### src/rtl/riscv_core_me_branch_unit_if.sv
// ME-stage branch unit bus: instruction operands, BHT lookup and redirect/flush outputs.
// The master side is the pipeline; the slave side is riscv_core_me_branch_unit.
interface riscv_core_me_branch_unit_if #(
  parameter int XLEN  = 32,
  parameter int CNT_W = 32
);
  logic             ACT;
  logic [2:0]       r_me_branchop_Q;
  logic [XLEN-1:0]  r_me_src1_Q;
  logic [XLEN-1:0]  r_me_src2_Q;
  logic [XLEN-1:0]  r_me_pc_Q;
  logic [XLEN-1:0]  r_me_target_Q;
  logic             r_me_pred_taken_Q;
  logic [XLEN-1:0]  fe_pc_D;
  logic             fe_pred_taken_D;
  logic             s_me_pcsrc_D;
  logic [XLEN-1:0]  s_me_redirect_pc_D;
  logic             s_me_flush_D;
  logic             perf_clr;
  logic [CNT_W-1:0] perf_branch_cnt_Q;
  logic [CNT_W-1:0] perf_mispred_cnt_Q;

  modport master (
    output ACT, r_me_branchop_Q, r_me_src1_Q, r_me_src2_Q, r_me_pc_Q,
           r_me_target_Q, r_me_pred_taken_Q, fe_pc_D, perf_clr,
    input  fe_pred_taken_D, s_me_pcsrc_D, s_me_redirect_pc_D, s_me_flush_D,
           perf_branch_cnt_Q, perf_mispred_cnt_Q
  );

  modport slave (
    input  ACT, r_me_branchop_Q, r_me_src1_Q, r_me_src2_Q, r_me_pc_Q,
           r_me_target_Q, r_me_pred_taken_Q, fe_pc_D, perf_clr,
    output fe_pred_taken_D, s_me_pcsrc_D, s_me_redirect_pc_D, s_me_flush_D,
           perf_branch_cnt_Q, perf_mispred_cnt_Q
  );
endinterface

### src/rtl/riscv_core_me_branch_unit.sv
// ME-stage branch resolution with a bimodal BHT, mispredict redirect and multi-cycle flush.
// Define BRANCH_PERF_EN to build the saturating branch/mispredict performance counters.
module riscv_core_me_branch_unit #(
  parameter int XLEN         = 32,
  parameter int BHT_DEPTH    = 64,
  parameter int FLUSH_CYCLES = 2,
  parameter int CNT_W        = 32
) (
  input logic                    CLK,
  input logic                    RST,
  riscv_core_me_branch_unit_if.slave bus
);

  localparam int IDX_W = $clog2(BHT_DEPTH);

  typedef enum logic {
    IDLE  = 1'b0,
    FLUSH = 1'b1
  } state_e;

  state_e           state_q, state_d;
  logic [2:0]       cnt_q, cnt_d;
  logic [1:0]       bht_q [BHT_DEPTH];
  logic [1:0]       bht_cur, bht_d;
  logic             taken;
  logic             valid_br;
  logic             mispred;
  logic             bht_upd;
  logic [IDX_W-1:0] me_idx;
  logic [IDX_W-1:0] fe_idx;
  logic             unused_fe;

  always_comb begin
    taken = 1'b0;
    unique case (bus.r_me_branchop_Q)
      3'd1: taken = 1'b1;
      3'd2: taken = (bus.r_me_src1_Q != bus.r_me_src2_Q);
      3'd3: taken = (bus.r_me_src1_Q == bus.r_me_src2_Q);
      3'd4: taken = ($signed(bus.r_me_src1_Q) <  $signed(bus.r_me_src2_Q));
      3'd5: taken = ($signed(bus.r_me_src1_Q) >= $signed(bus.r_me_src2_Q));
      3'd6: taken = (bus.r_me_src1_Q <  bus.r_me_src2_Q);
      3'd7: taken = (bus.r_me_src1_Q >= bus.r_me_src2_Q);
      default: taken = 1'b0;
    endcase
  end

  // Gating with RST keeps the combinational redirect quiet while reset is held.
  assign valid_br = RST && bus.ACT && (state_q == IDLE) && (bus.r_me_branchop_Q != 3'd0);
  assign mispred  = valid_br && (taken != bus.r_me_pred_taken_Q);
  assign bht_upd  = valid_br && (bus.r_me_branchop_Q[2] || bus.r_me_branchop_Q[1]);

  assign bus.s_me_pcsrc_D       = mispred;
  assign bus.s_me_redirect_pc_D = !mispred ? '0 :
                                  taken    ? bus.r_me_target_Q :
                                             bus.r_me_pc_Q + XLEN'(4);
  assign bus.s_me_flush_D       = (state_q == FLUSH);

  always_comb begin
    state_d = state_q;
    cnt_d   = cnt_q;
    unique case (state_q)
      IDLE: begin
        if (mispred) begin
          state_d = FLUSH;
          cnt_d   = 3'(FLUSH_CYCLES - 1);
        end
      end
      FLUSH: begin
        if (cnt_q == 3'd0) state_d = IDLE;
        else               cnt_d   = cnt_q - 3'd1;
      end
      default: state_d = IDLE;
    endcase
  end

  always_ff @(posedge CLK or negedge RST) begin
    if (!RST) begin
      state_q <= IDLE;
      cnt_q   <= 3'd0;
    end else begin
      state_q <= state_d;
      cnt_q   <= cnt_d;
    end
  end

  assign me_idx    = bus.r_me_pc_Q[IDX_W+1:2];
  assign fe_idx    = bus.fe_pc_D[IDX_W+1:2];
  assign unused_fe = ^{bus.fe_pc_D[XLEN-1:IDX_W+2], bus.fe_pc_D[1:0]};

  assign bus.fe_pred_taken_D = bht_q[fe_idx][1];

  always_comb begin
    bht_cur = bht_q[me_idx];
    bht_d   = bht_cur;
    if (taken) begin
      if (bht_cur != 2'b11) bht_d = bht_cur + 2'b01;
    end else begin
      if (bht_cur != 2'b00) bht_d = bht_cur - 2'b01;
    end
  end

  always_ff @(posedge CLK or negedge RST) begin
    if (!RST) begin
      for (int i = 0; i < BHT_DEPTH; i++) bht_q[i] <= 2'b01;
    end else if (bht_upd) begin
      bht_q[me_idx] <= bht_d;
    end
  end

`ifdef BRANCH_PERF_EN
  logic [CNT_W-1:0] br_cnt_q;
  logic [CNT_W-1:0] mis_cnt_q;

  // Clear has priority over a same-cycle increment; both counters stick at all-ones.
  always_ff @(posedge CLK or negedge RST) begin
    if (!RST) begin
      br_cnt_q  <= '0;
      mis_cnt_q <= '0;
    end else if (bus.perf_clr) begin
      br_cnt_q  <= '0;
      mis_cnt_q <= '0;
    end else begin
      if (bht_upd && !(&br_cnt_q))  br_cnt_q  <= br_cnt_q + 1'b1;
      if (mispred && !(&mis_cnt_q)) mis_cnt_q <= mis_cnt_q + 1'b1;
    end
  end

  assign bus.perf_branch_cnt_Q  = br_cnt_q;
  assign bus.perf_mispred_cnt_Q = mis_cnt_q;
`else
  logic unused_perf;

  assign unused_perf            = bus.perf_clr;
  assign bus.perf_branch_cnt_Q  = {CNT_W{1'b0}};
  assign bus.perf_mispred_cnt_Q = {CNT_W{1'b0}};
`endif

endmodule
### src/flat_wrapper.sv
// flat-port wrapper written by rule: the top's interface ports become plain ports
module riscv_core_me_branch_unit_flat 
#(
  parameter int XLEN         = 32,
  parameter int BHT_DEPTH    = 64,
  parameter int FLUSH_CYCLES = 2,
  parameter int CNT_W        = 32
)
  (CLK, RST, bus_ACT, bus_r_me_branchop_Q, bus_r_me_src1_Q, bus_r_me_src2_Q, bus_r_me_pc_Q, bus_r_me_target_Q, bus_r_me_pred_taken_Q, bus_fe_pc_D, bus_perf_clr, bus_fe_pred_taken_D, bus_s_me_pcsrc_D, bus_s_me_redirect_pc_D, bus_s_me_flush_D, bus_perf_branch_cnt_Q, bus_perf_mispred_cnt_Q);
  riscv_core_me_branch_unit_if #(.XLEN(XLEN), .CNT_W(CNT_W)) bus_i ();
  input logic CLK;
  input logic RST;
  input wire logic [$bits(bus_i.ACT)-1:0] bus_ACT;
  input wire logic [$bits(bus_i.r_me_branchop_Q)-1:0] bus_r_me_branchop_Q;
  input wire logic [$bits(bus_i.r_me_src1_Q)-1:0] bus_r_me_src1_Q;
  input wire logic [$bits(bus_i.r_me_src2_Q)-1:0] bus_r_me_src2_Q;
  input wire logic [$bits(bus_i.r_me_pc_Q)-1:0] bus_r_me_pc_Q;
  input wire logic [$bits(bus_i.r_me_target_Q)-1:0] bus_r_me_target_Q;
  input wire logic [$bits(bus_i.r_me_pred_taken_Q)-1:0] bus_r_me_pred_taken_Q;
  input wire logic [$bits(bus_i.fe_pc_D)-1:0] bus_fe_pc_D;
  input wire logic [$bits(bus_i.perf_clr)-1:0] bus_perf_clr;
  output wire logic [$bits(bus_i.fe_pred_taken_D)-1:0] bus_fe_pred_taken_D;
  output wire logic [$bits(bus_i.s_me_pcsrc_D)-1:0] bus_s_me_pcsrc_D;
  output wire logic [$bits(bus_i.s_me_redirect_pc_D)-1:0] bus_s_me_redirect_pc_D;
  output wire logic [$bits(bus_i.s_me_flush_D)-1:0] bus_s_me_flush_D;
  output wire logic [$bits(bus_i.perf_branch_cnt_Q)-1:0] bus_perf_branch_cnt_Q;
  output wire logic [$bits(bus_i.perf_mispred_cnt_Q)-1:0] bus_perf_mispred_cnt_Q;
  assign bus_i.ACT = bus_ACT;
  assign bus_i.r_me_branchop_Q = bus_r_me_branchop_Q;
  assign bus_i.r_me_src1_Q = bus_r_me_src1_Q;
  assign bus_i.r_me_src2_Q = bus_r_me_src2_Q;
  assign bus_i.r_me_pc_Q = bus_r_me_pc_Q;
  assign bus_i.r_me_target_Q = bus_r_me_target_Q;
  assign bus_i.r_me_pred_taken_Q = bus_r_me_pred_taken_Q;
  assign bus_i.fe_pc_D = bus_fe_pc_D;
  assign bus_i.perf_clr = bus_perf_clr;
  assign bus_fe_pred_taken_D = bus_i.fe_pred_taken_D;
  assign bus_s_me_pcsrc_D = bus_i.s_me_pcsrc_D;
  assign bus_s_me_redirect_pc_D = bus_i.s_me_redirect_pc_D;
  assign bus_s_me_flush_D = bus_i.s_me_flush_D;
  assign bus_perf_branch_cnt_Q = bus_i.perf_branch_cnt_Q;
  assign bus_perf_mispred_cnt_Q = bus_i.perf_mispred_cnt_Q;
  riscv_core_me_branch_unit #(.XLEN(XLEN), .BHT_DEPTH(BHT_DEPTH), .FLUSH_CYCLES(FLUSH_CYCLES), .CNT_W(CNT_W)) u_core (.CLK(CLK), .RST(RST), .bus(bus_i));
endmodule
### config.mk
export PLATFORM = sky130hd
export DESIGN_NAME = riscv_core_me_branch_unit_flat
export DESIGN_NICKNAME = d
export VERILOG_FILES = /design/src/rtl/riscv_core_me_branch_unit_if.sv /design/src/rtl/riscv_core_me_branch_unit.sv /design/src/flat_wrapper.sv
export SDC_FILE = /design/constraint.sdc
export NUM_CORES = 1
export LEC_CHECK = 0
export ABC_AREA = 1
export CORE_MARGIN = 3
export CORE_UTILIZATION = 43
export CTS_CLUSTER_DIAMETER = 80
export CTS_CLUSTER_SIZE = 24
export DETAILED_ROUTE_END_ITERATION = 7
export HOLD_SLACK_MARGIN = 0.12
export PLACE_DENSITY = 0.82
export SYNTH_ARGS = -nofsm -noshare
export SYNTH_HDL_FRONTEND = slang
export SYNTH_SLANG_ARGS = --single-unit
### constraint.sdc
create_clock -name CLK -period 2.8 [get_ports CLK]
set_clock_uncertainty 0.15 [all_clocks]
set_input_delay 0.28 -clock CLK [delete_from_list [all_inputs] [get_ports CLK]]
set_output_delay 0.28 -clock CLK [all_outputs]
set_load 0.03 [all_outputs]
### Word level (Yosys, flattened, before mapping)

Index checks and enable logic that the tools add are counted.

* register bits after elaboration: 132
* word-level logic and storage cells: 125

* equal/unequal tests: 13
* reductions and logical operators: 11
* mux-type cells: 21
* magnitude comparators: 7
* $add $sub $neg: 4
* bitwise operators: 3

Operators with widths (number)
* bitwise mux 128 bit: 1
* greater-or-equal comparator 32 bit: 2
* < comparator 32 bit: 2
* two-way mux 32 bit: 2
* adder 32 x 3 -> 32 bit (second input constant): 1
* equality test 32 bit: 1
* != test 32 bit: 1
* binary-select mux 2 bit (select 6 bit): 2
* two-way mux 2 bit: 8
* greater-or-equal comparator 7 bit (second input constant): 2
* NOT 6 -> 7 bit: 2
* demux 2 bit (select 6 bit): 1
* equality test 3 bit (second input constant): 4
* < comparator 7 x 1 -> 1 bit (second input constant): 1
* one-hot mux 1 bit (7 select lines): 1
* equality test 3 x 2 -> 1 bit (second input constant): 2
* logical AND 1 bit: 6
* two-way mux 3 bit: 2
* != test 2 bit (second input constant): 3
* one-hot mux 3 bit (2 select lines): 1
* equality test 3 x 1 -> 1 bit (second input constant): 1
* zero test 3 bit: 1
* nonzero test 3 bit: 1
* subtractor 3 x 1 -> 3 bit (second input constant): 1
* other kinds (9): 10

### Logic depth before layout (Yosys ltp)

Gate-level depths: netlist of the first run.

* depth in word-level cells: 8
* depth in mapped cells: 22

### Worst setup path after synthesis of the first run

OpenSTA, ideal clock, no wires.

* path kind: input port to output port
* start point: input bus_r_me_src2_Q[31]
* end point: output bus_s_me_redirect_pc_D[21]
* data required time: 2370 ps
* slack: -207 ps
* data arrival time: 2577 ps
* path buffers: 1
* stages: 17
* cells stage by stage: inv_1 > ha_1 > nand2_1 > nor2_1 > nand2_1 > nor3b_2 > nand2_1 > nand2_1 > nand2_1 > nand3_1 > nand2_1 > nor2_1 > nand3_2 > nand2_1 > nand3_2 > buf_2 > a21oi_1

* word-level cells in the longest chain between the ends: 5
* elaborated cells between the ends (all ways): 11

Ends and longest elaborated chain
* start, declared: line flat_wrapper.sv:16 `input wire logic [$bits(bus_i.r_me_src2_Q)-1:0] bus_r_me_src2_Q;`
* greater-or-equal comparator 32 bit, or another cell as far along: line riscv_core_me_branch_unit.sv:42 `3'd7: taken = (bus.r_me_src1_Q >= bus.r_me_src2_Q);`
* one-hot mux 1 bit (7 select lines) *: line riscv_core_me_branch_unit.sv:35 `unique case (bus.r_me_branchop_Q)`
* != test 1 bit: line riscv_core_me_branch_unit.sv:49 `assign mispred = valid_br && (taken != bus.r_me_pred_taken_Q);`
* logical AND 1 bit: line riscv_core_me_branch_unit.sv:49
* two-way mux 32 bit *: line riscv_core_me_branch_unit.sv:53 `assign bus.s_me_redirect_pc_D = !mispred ? '0 :`
* end, declared: line flat_wrapper.sv:24 `output wire logic [$bits(bus_i.s_me_redirect_pc_D)-1:0] bus_s_me_redirect_pc_D;`

Mark *: on every way between the ends. The rest lies on a longest branch, timed or not.

### Worst setup path after layout of the first run

* start point: input bus_r_me_src2_Q[24]
* end point: output bus_s_me_redirect_pc_D[18]

The elaborated chain is that of the path after synthesis.

==> run_summary.xml, run 1 <==
<?xml version="1.0" encoding="UTF-8"?>
<metrics>
  <group name="floorplan">
    <metric name="io-pin-count" unit="">267</metric>
    <metric name="core.rowCount" unit="">55</metric>
    <metric name="die_footprint" unit="µm²">25300</metric>
    <metric name="start_util" unit="%">44.2</metric>
    <metric name="die_h" unit="µm">159</metric>
    <metric name="dieWidth" unit="µm">159</metric>
    <metric name="core_region_area" unit="µm²">22800</metric>
  </group>
  <group name="finish">
    <metric name="drive_above_1_share" unit="%">29.2</metric>
    <metric name="nNetsFinal" unit="">1968</metric>
    <metric name="seqCellArea" unit="µm²">3380</metric>
    <metric name="multiInputGateArea" unit="µm²">6460</metric>
    <metric name="flow.area_growth_from_synthesis" unit="%">45.2</metric>
    <metric name="filler_cell_count" unit="">1790</metric>
  </group>
  <group name="synth">
    <metric name="ys_dominant_reg_cell" unit="">dfrtp_1</metric>
    <metric name="synth_top_family_by_area" unit="">simple AND/OR/NAND/NOR gates</metric>
    <metric name="synth_edf_count" unit="">0</metric>
    <metric name="synth_seq_area_share" unit="%">33.5</metric>
    <metric name="synth_compound_gate_area_share" unit="%">10.1</metric>
    <metric name="post_synth_fa_ha_maj_area_fraction" unit="%">4.34</metric>
    <metric name="synth_top_cell_by_area" unit="">nand2_1</metric>
    <metric name="synth.area.top_cells" unit="">nand2_1 (20%), dfrtp_1 (17%), dfstp_2 (17%), inv_1 (6.5%), buf_4 (4.8%)</metric>
    <metric name="synth_mux_area_share" unit="%">0</metric>
    <metric name="async_flop_share" unit="%">100</metric>
    <metric name="synth-seq-cells" unit="">132</metric>
    <metric name="postSynthAreaPerCell" unit="µm²">6.74</metric>
    <metric name="cell_count_after_synthesis" unit="">1498</metric>
    <metric name="synth-simple-area-share" unit="%">34.7</metric>
    <metric name="post_synth_instance_area" unit="µm²">10100</metric>
    <metric name="yosys_warnings" unit="">0</metric>
    <metric name="yosysTopAreaCellShare" unit="%">19.9</metric>
    <metric name="synth_xor_area_share" unit="%">2.00</metric>
    <metric name="synth.lib_cells_used.distinct" unit="">47</metric>
  </group>
  <group name="power">
    <metric name="seq_power_share" unit="%">32.1</metric>
    <metric name="clock_power_share" unit="%">37.5</metric>
    <metric name="power-per-cell-area" unit="nW/µm²">451</metric>
    <metric name="p_int" unit="W">0.00437</metric>
    <metric name="p_leak" unit="nW">6.81</metric>
    <metric name="sw_frac_of_total" unit="%">33.9</metric>
    <metric name="switchingPower" unit="W">0.00224</metric>
    <metric name="vdd_ir_drop_max" unit="µV">516</metric>
    <metric name="pwr-share-comb" unit="%">30.4</metric>
  </group>
  <group name="critical_path">
    <metric name="worst_r2r_src" unit="">u_core.bht_q[104]</metric>
    <metric name="critical_path_arrival" unit="ps">2840</metric>
    <metric name="crit_path_start" unit="">bus_r_me_src2_Q[24]</metric>
    <metric name="crit_type" unit="">input pin to output port</metric>
    <metric name="critPathRequiredTime" unit="ps">2370</metric>
    <metric name="worstPathMaxFanout" unit="">11</metric>
    <metric name="worstSetupEndpointType" unit="">output port</metric>
    <metric name="worstSetupStartpointType" unit="">input pin</metric>
  </group>
  <group name="global_routing">
    <metric name="first_global_vias" unit="">11400</metric>
    <metric name="global_route.overflow_total" unit="">0</metric>
    <metric name="grt_first_pass_wirelength" unit="µm">61700</metric>
    <metric name="antenna_found_initial" unit="">1</metric>
    <metric name="grt_util_all_layers" unit="%">30.4</metric>
    <metric name="maximum_number_of_pins_on_one_net_before_global_route_repair" unit="">133</metric>
  </group>
  <group name="clocking">
    <metric name="cts.root.buffer_cell" unit="">clkbuf_16</metric>
    <metric name="insertion_delay" unit="ps">430</metric>
    <metric name="cts_made_buffers" unit="">17</metric>
    <metric name="numClockSinks" unit="">132</metric>
    <metric name="tritoncts" unit="">built</metric>
    <metric name="clk_pin_slew" unit="ps">60</metric>
    <metric name="ctsLongestPathBuffers" unit="">2</metric>
    <metric name="cts-htree-levels" unit="">4</metric>
  </group>
  <group name="timing">
    <metric name="finalSetupTns" unit="ps">-11970</metric>
    <metric name="fmax" unit="MHz">306</metric>
    <metric name="maxSlewHeadroom" unit="%">51.1</metric>
    <metric name="grt_setup_unrepaired" unit="">yes</metric>
    <metric name="timing.final.ws_setup" unit="ps">-473</metric>
    <metric name="setup_violations" unit="">33</metric>
    <metric name="final_max_slew_viol_count" unit="">0</metric>
    <metric name="timing_hold_violations_final" unit="">0</metric>
    <metric name="min_period_over_period" unit="%">117</metric>
    <metric name="fin_crit" unit="ps">3270</metric>
    <metric name="timing_worst_slew_pin_value" unit="ps">734</metric>
  </group>
  <group name="outcome">
    <metric name="violations" unit="">negative setup slack</metric>
    <metric name="outcome" unit="">complete, but fails checks</metric>
  </group>
  <group name="placed_design">
    <metric name="placement.setup.worst_slack" unit="ps">-674</metric>
    <metric name="finalWeightedCongestion" unit="">1.02</metric>
    <metric name="numPortBuffers" unit="">175</metric>
    <metric name="place.detailed.hpwl" unit="µm">26800</metric>
  </group>
  <group name="routing">
    <metric name="drc_errors" unit="">0</metric>
    <metric name="detail_route.vias_per_cell" unit="">5.58</metric>
    <metric name="ant_nets" unit="">0</metric>
    <metric name="detailedRoute.firstPassIterationCount" unit="">6</metric>
    <metric name="totalWireLength" unit="µm">41200</metric>
    <metric name="first_iter_violations" unit="">1466</metric>
    <metric name="route.detailed.wl_per_inst" unit="µm">19.7</metric>
    <metric name="num_vias" unit="">11700</metric>
  </group>
  <group name="worst_hold_path">
    <metric name="min-delay-path-class" unit="">register to register</metric>
    <metric name="worstHoldStart" unit="">u_core.bht_q[14]</metric>
  </group>
  <group name="run">
    <metric name="maxCapViolations" unit="">0</metric>
  </group>
</metrics>
-- metrics by stage --
| step | cells | hold WS, ps | total power [W] | cell area, µm² | util (%) |
|---|---|---|---|---|---|
| final | 2092 | 316 | 0.00661 | 14700 | 64.1 |
| after global routing | 2092 | 331 | 0.00683 | 14700 | 64.1 |
| after global placement | 2038 | 304 | 0.00379 | 13000 | 57.0 |
| after detailed placement | 2038 | 306 | 0.00382 | 13000 | 57.0 |
| after CTS | 2088 | 317 | 0.00646 | 14400 | 63.1 |
| after floorplan | 1561 | -166 | 0.00313 | 10600 | - |
-- timing repair --
| action | 4_1_cts | 5_1_grt |
|---|---|---|
| pin swaps | 91 | 53 |
| hold buffers | 1 | 0 |
| endpoints found under the setup margin | 41 | 34 |
| gates cloned | 2 | 2 |
| gates resized for setup | 372 | 68 |
| buffers inserted | 17 | 1 |
| endpoints found under the hold margin | 68 | 0 |
-- Yosys cell counts, drive strengths merged (6+ instances only) --
| master | count |
|---|---|
| buf | 104 |
| a221oi | 14 |
| xnor2 | 6 |
| nand2 | 540 |
| a22oi | 9 |
| o21ai | 64 |
| ha | 35 |
| a21oi | 51 |
| inv | 186 |
| dfstp | 64 |
| dfrtp | 68 |
| nand4 | 16 |
| nor2 | 107 |
| nand3 | 101 |
| nor3 | 60 |
| xor2 | 17 |
| clkbuf | 17 |
-- per-layer routing --
| layer | wire length, µm | GRT usage (%) | part of all wire (%) |
|---|---|---|---|
| met5 | 0 | 0 | 0 |
| met4 | 2740 | 15.0 | 6.7 |
| met3 | 4740 | 8.74 | 12 |
| met2 | 19000 | 50.6 | 46 |
| met1 | 14700 | 35.9 | 36 |
-- critical path, stage by stage --
cell     delay (ps)
buf_2           100
inv_1           120
ha_4            230
nand2_2          90
nor2_4           30
nand2_2          90
buf_4           120
inv_1            40
a21oi_1         150
buf_4           200
nand2_4          70
nand2_4          80
nand3_2          80
nand2_2         110
nand3_4         110
inv_4           120
buf_12          110
buf_16          130
nand2_1         180
a21oi_4         220
buf_12          150
-- worst paths after layout --
| path | endpoint | cells after the start | slack (ps) |
|---|---|---|---|
| max | bus_s_me_redirect_pc_D[18] | 21 | -470 |
| min | u_core.bht_q[14] | 2 | 320 |
| max reg2reg | u_core.bht_q[95] | 13 | 540 |
| min reg2reg | u_core.bht_q[14] | 2 | 320 |
| max in group asynchronous | u_core.bht_q[5] | 3 | 1490 |
| min in group asynchronous | u_core.bht_q[31] | 3 | 440 |
-- registers in the layout, summed over array words and instances, names as in the netlist --
register	count
u_core.bus.s_me_flush_D	1
u_core.bht_q	128
u_core.cnt_q	3
-- cells in the final DEF (no fill, tap or decap), types with 17 or more instances in the layout --
cell type,Yosys,routed
nand2_1,534,487
inv_1,174,143
buf_4,65,104
nand3_1,94,87
nor2_1,102,84
dfrtp_1,68,68
conb_1,1,64
dfstp_2,64,64
clkdlybuf4s50_1,0,61
nor3_1,57,56
o21ai_0,63,53
nand2_2,5,40
inv_2,12,38
buf_6,16,33
buf_12,0,30
ha_4,0,28
buf_2,23,23
a21oi_4,0,22
nor2_4,2,20
a21oi_1,51,19
clkbuf_16,0,19
xor2_1,17,17
-- area by class of cell --
type	count	area share, %
multi-input cells	1121	44.1
flip-flops and latches	132	23.1
repair buffers	306	20.8
inverters	187	4.89
clock buffers	17	2.90
well taps	313	2.67
clock inverters	15	1.50
diodes	1	0.0171
-- power by group through the flow --
stage	combinational, W	clock (W)	sequential (W)
after floorplan	0.000993	0	0.00214
after global placement	0.00164	0	0.00215
after detailed placement	0.00167	0	0.00215
after CTS	0.00185	0.00249	0.00212
after global routing	0.00212	0.00258	0.00213
final	0.00201	0.00248	0.00212
-- logic make-up (layout without fill, tap and decap cells) --
| logic type | after synthesis | count (layout) |
|---|---|---|
| and+or+nand+nor | 830 | 830 |
| buffers and inverters | 308 | 525 |
| AOI/OAI and AO/OA | 169 | 169 |
| DFF | 132 | 132 |
| adders and majority gates | 35 | 35 |
| xor gates and xnor gates | 23 | 23 |
| other | 1 | 65 |
Note: power is estimated with default switching activity, not from simulation.
==> run 2, diff against run 1 <==
--- a/config.mk
+++ b/config.mk
@@ -7,12 +7,12 @@
 export LEC_CHECK = 0
 export ABC_AREA = 1
 export CORE_MARGIN = 3
-export CORE_UTILIZATION = 43
+export CORE_UTILIZATION = 50
 export CTS_CLUSTER_DIAMETER = 80
 export CTS_CLUSTER_SIZE = 24
 export DETAILED_ROUTE_END_ITERATION = 7
 export HOLD_SLACK_MARGIN = 0.12
-export PLACE_DENSITY = 0.82
+export PLACE_DENSITY = 0.78
 export SYNTH_ARGS = -nofsm -noshare
 export SYNTH_HDL_FRONTEND = slang
 export SYNTH_SLANG_ARGS = --single-unit
==> run 2 against run 1 <==
Compared with the run above:
- the flow still finishes with violations (negative setup slack)
- fmax up 3.0%
- via count is 0.21% higher
- final area shrank 1.3%
- combinational power about the same
- sequential power barely moved
- routed wire length is 1.0% lower
- sequential cell count unchanged
- sequential share of layout area increased by 0.30 points
- final cell count fell by 2.3%
- die area fell by 13%
==> run_summary.xml, run 2 (synthesis results as in run 1) <==
<?xml version="1.0" encoding="UTF-8"?>
<metrics>
  <group name="clocking">
    <metric name="clk_pin_slew" unit="ps">60</metric>
    <metric name="cts_made_buffers" unit="">17</metric>
    <metric name="cts.root.buffer_cell" unit="">clkbuf_16</metric>
    <metric name="tritoncts" unit="">built</metric>
    <metric name="insertion_delay" unit="ps">430</metric>
    <metric name="ctsLongestPathBuffers" unit="">2</metric>
    <metric name="numClockSinks" unit="">132</metric>
    <metric name="cts-htree-levels" unit="">4</metric>
  </group>
  <group name="finish">
    <metric name="seqCellArea" unit="µm²">3380</metric>
    <metric name="multiInputGateArea" unit="µm²">6530</metric>
    <metric name="utilization" unit="%">73.6</metric>
    <metric name="largest_register_ff_count" unit="">128</metric>
    <metric name="layout_common_cells" unit="">nand2_1 (492), inv_1 (140), buf_4 (106)</metric>
    <metric name="mostFrequentLayoutCell" unit="">nand2_1</metric>
    <metric name="filler_cell_count" unit="">1331</metric>
    <metric name="nNetsFinal" unit="">1968</metric>
    <metric name="flow.area_growth_from_synthesis" unit="%">43.3</metric>
    <metric name="drive_above_1_share" unit="%">30.5</metric>
    <metric name="registers.top_by_ff_count" unit="">u_core.bht_q</metric>
  </group>
  <group name="critical_path">
    <metric name="slowest_stage" unit="">ha_4</metric>
    <metric name="critical_path_arrival" unit="ps">2750</metric>
    <metric name="crit_type" unit="">input pin to output port</metric>
    <metric name="critPathRequiredTime" unit="ps">2370</metric>
    <metric name="worstSetupStartpointType" unit="">input pin</metric>
    <metric name="path_common_cell" unit="">nand2_4</metric>
    <metric name="worstSetupEndpointType" unit="">output port</metric>
    <metric name="cp_num_buf_inv" unit="">5</metric>
    <metric name="cpPeakStageDelay" unit="ps">280</metric>
    <metric name="cell_chain_critical_path" unit="">clkdlybuf4s15_2 -&gt; ha_4 -&gt; nand2_4 -&gt; nor2_4 -&gt; nor3b_4 -&gt; buf_4 -&gt; nand2_8 -&gt; nand2_4 -&gt; nand2_4 -&gt; nand3_2 -&gt; nand2_4 -&gt; nand3_4 -&gt; buf_4 -&gt; buf_12 -&gt; nand2_1 -&gt; a21oi_4 -&gt; buf_6</metric>
    <metric name="family_with_the_most_delay_on_the_worst_path" unit="">simple AND/OR/NAND/NOR gates</metric>
    <metric name="worstPathMaxFanout" unit="">21</metric>
  </group>
  <group name="worst_hold_path">
    <metric name="min-delay-path-class" unit="">register to register</metric>
  </group>
  <group name="run">
    <metric name="maxCapViolations" unit="">0</metric>
  </group>
  <group name="floorplan">
    <metric name="core_region_area" unit="µm²">19700</metric>
    <metric name="io-pin-count" unit="">267</metric>
    <metric name="die_footprint" unit="µm²">21900</metric>
    <metric name="dieWidth" unit="µm">148</metric>
    <metric name="die_h" unit="µm">148</metric>
    <metric name="start_util" unit="%">51.4</metric>
    <metric name="core.rowCount" unit="">51</metric>
  </group>
  <group name="global_routing">
    <metric name="met3_usage" unit="%">9.20</metric>
    <metric name="gr-max-usage-layer" unit="">met2</metric>
    <metric name="grt_first_pass_wirelength" unit="µm">58900</metric>
    <metric name="grt_util_all_layers" unit="%">33.9</metric>
    <metric name="global_route.overflow_total" unit="">0</metric>
    <metric name="groute.layer.met2.usage" unit="%">56.8</metric>
    <metric name="maximum_number_of_pins_on_one_net_before_global_route_repair" unit="">133</metric>
    <metric name="antenna_found_initial" unit="">1</metric>
    <metric name="gr-usage-met1" unit="%">39.0</metric>
    <metric name="first_global_vias" unit="">11400</metric>
  </group>
  <group name="timing">
    <metric name="final_max_slew_viol_count" unit="">0</metric>
    <metric name="min_period_over_period" unit="%">114</metric>
    <metric name="fin_crit" unit="ps">3180</metric>
    <metric name="fmax" unit="MHz">315</metric>
    <metric name="maxSlewHeadroom" unit="%">52.5</metric>
    <metric name="fin_hold_ws" unit="ps">317</metric>
    <metric name="setup_violations" unit="">33</metric>
    <metric name="timing.final.ws_setup" unit="ps">-379</metric>
    <metric name="timing_hold_violations_final" unit="">0</metric>
    <metric name="timing_worst_slew_pin_value" unit="ps">712</metric>
    <metric name="grt_setup_unrepaired" unit="">yes</metric>
  </group>
  <group name="routing">
    <metric name="drc_errors" unit="">0</metric>
    <metric name="totalWireLength" unit="µm">40800</metric>
    <metric name="first_iter_violations" unit="">1477</metric>
    <metric name="num_vias" unit="">11700</metric>
    <metric name="detail_route.vias_per_cell" unit="">5.73</metric>
    <metric name="ant_nets" unit="">0</metric>
    <metric name="detailedRoute.firstPassIterationCount" unit="">8</metric>
    <metric name="route.detailed.wl_per_inst" unit="µm">19.9</metric>
  </group>
  <group name="power">
    <metric name="p_leak" unit="nW">6.78</metric>
    <metric name="vdd_ir_drop_max" unit="µV">460</metric>
    <metric name="power-per-cell-area" unit="nW/µm²">449</metric>
  </group>
  <group name="outcome">
    <metric name="violations" unit="">negative setup slack</metric>
    <metric name="outcome" unit="">complete, but fails checks</metric>
  </group>
  <group name="placed_design">
    <metric name="numPortBuffers" unit="">175</metric>
    <metric name="finalWeightedCongestion" unit="">0.921</metric>
    <metric name="place.detailed.hpwl" unit="µm">24700</metric>
  </group>
</metrics>
## run 2: what timing repair did
action / in CTS / in global routing
hold buffers: 1 / 0
buffers inserted: 11 / 7
setup endpoints to repair: 106 / 34
gates resized for setup: 372 / 109
pin swaps: 94 / 56
hold endpoints to repair: 68 / 0
gates cloned: 2 / 3
## run 2: path summary, 6_finish.rpt
| kind | start | endpoint | slack (ps) | cells after the start |
|---|---|---|---|---|
| min in group asynchronous | RST | u_core.cnt_q[1] | 460 | 3 |
| max | bus_r_me_src1_Q[22] | bus_s_me_redirect_pc_D[30] | -380 | 17 |
| min reg2reg | u_core.bht_q[68] | u_core.bht_q[68] | 320 | 2 |
| max reg2reg | u_core.bht_q[72] | u_core.bht_q[118] | 550 | 14 |
| min | u_core.bht_q[68] | u_core.bht_q[68] | 320 | 2 |
| max in group asynchronous | RST | u_core.bht_q[103] | 1540 | 3 |
## run 2: final cells by class
cell class	count	area share, %
tap	265	2.29
inverter	187	5.00
timing repair buffer	306	19.9
clock buffer	21	3.25
clock inverter	11	1.05
sequential	132	23.4
antenna	1	0.0173
multi-input combinational	1121	45.1
## run 2: where the power goes
| part | internal, W | leakage [nW] | switching (W) |
|---|---|---|---|
| registers | 0.00206 | 1.61 | 0.0000637 |
| clock network | 0.00147 | 0.292 | 0.000881 |
| logic | 0.000779 | 4.88 | 0.00123 |
## run 2: tightest hold or removal path: cells and delay by family (launching register included)
kind             cells  cell delay, ps
and+or+nand+nor      2             100
DFF                  1             370
## run 2: through the flow
stage	TNS [ps]	area (µm²)	power [W]	worst slack [ps]	cells
6_report	-9160	14500	0.00649	-379	2044
3_3_place_gp	-64400	12800	0.00374	-637	1991
4_1_cts	-2950	14200	0.00628	-132	2035
3_5_place_dp	-79520	12800	0.00377	-764	1991
5_1_grt	-12530	14500	0.00670	-464	2044
2_1_floorplan	-161	10600	0.00313	-66.4	1561
## run 2: layer usage
metal  routed length [µm]  up-vias
li1                     -     5190
met1                14100     5440
met2                19000      831
met3                 4560      243
met4                 3150        0
met5                    0        -
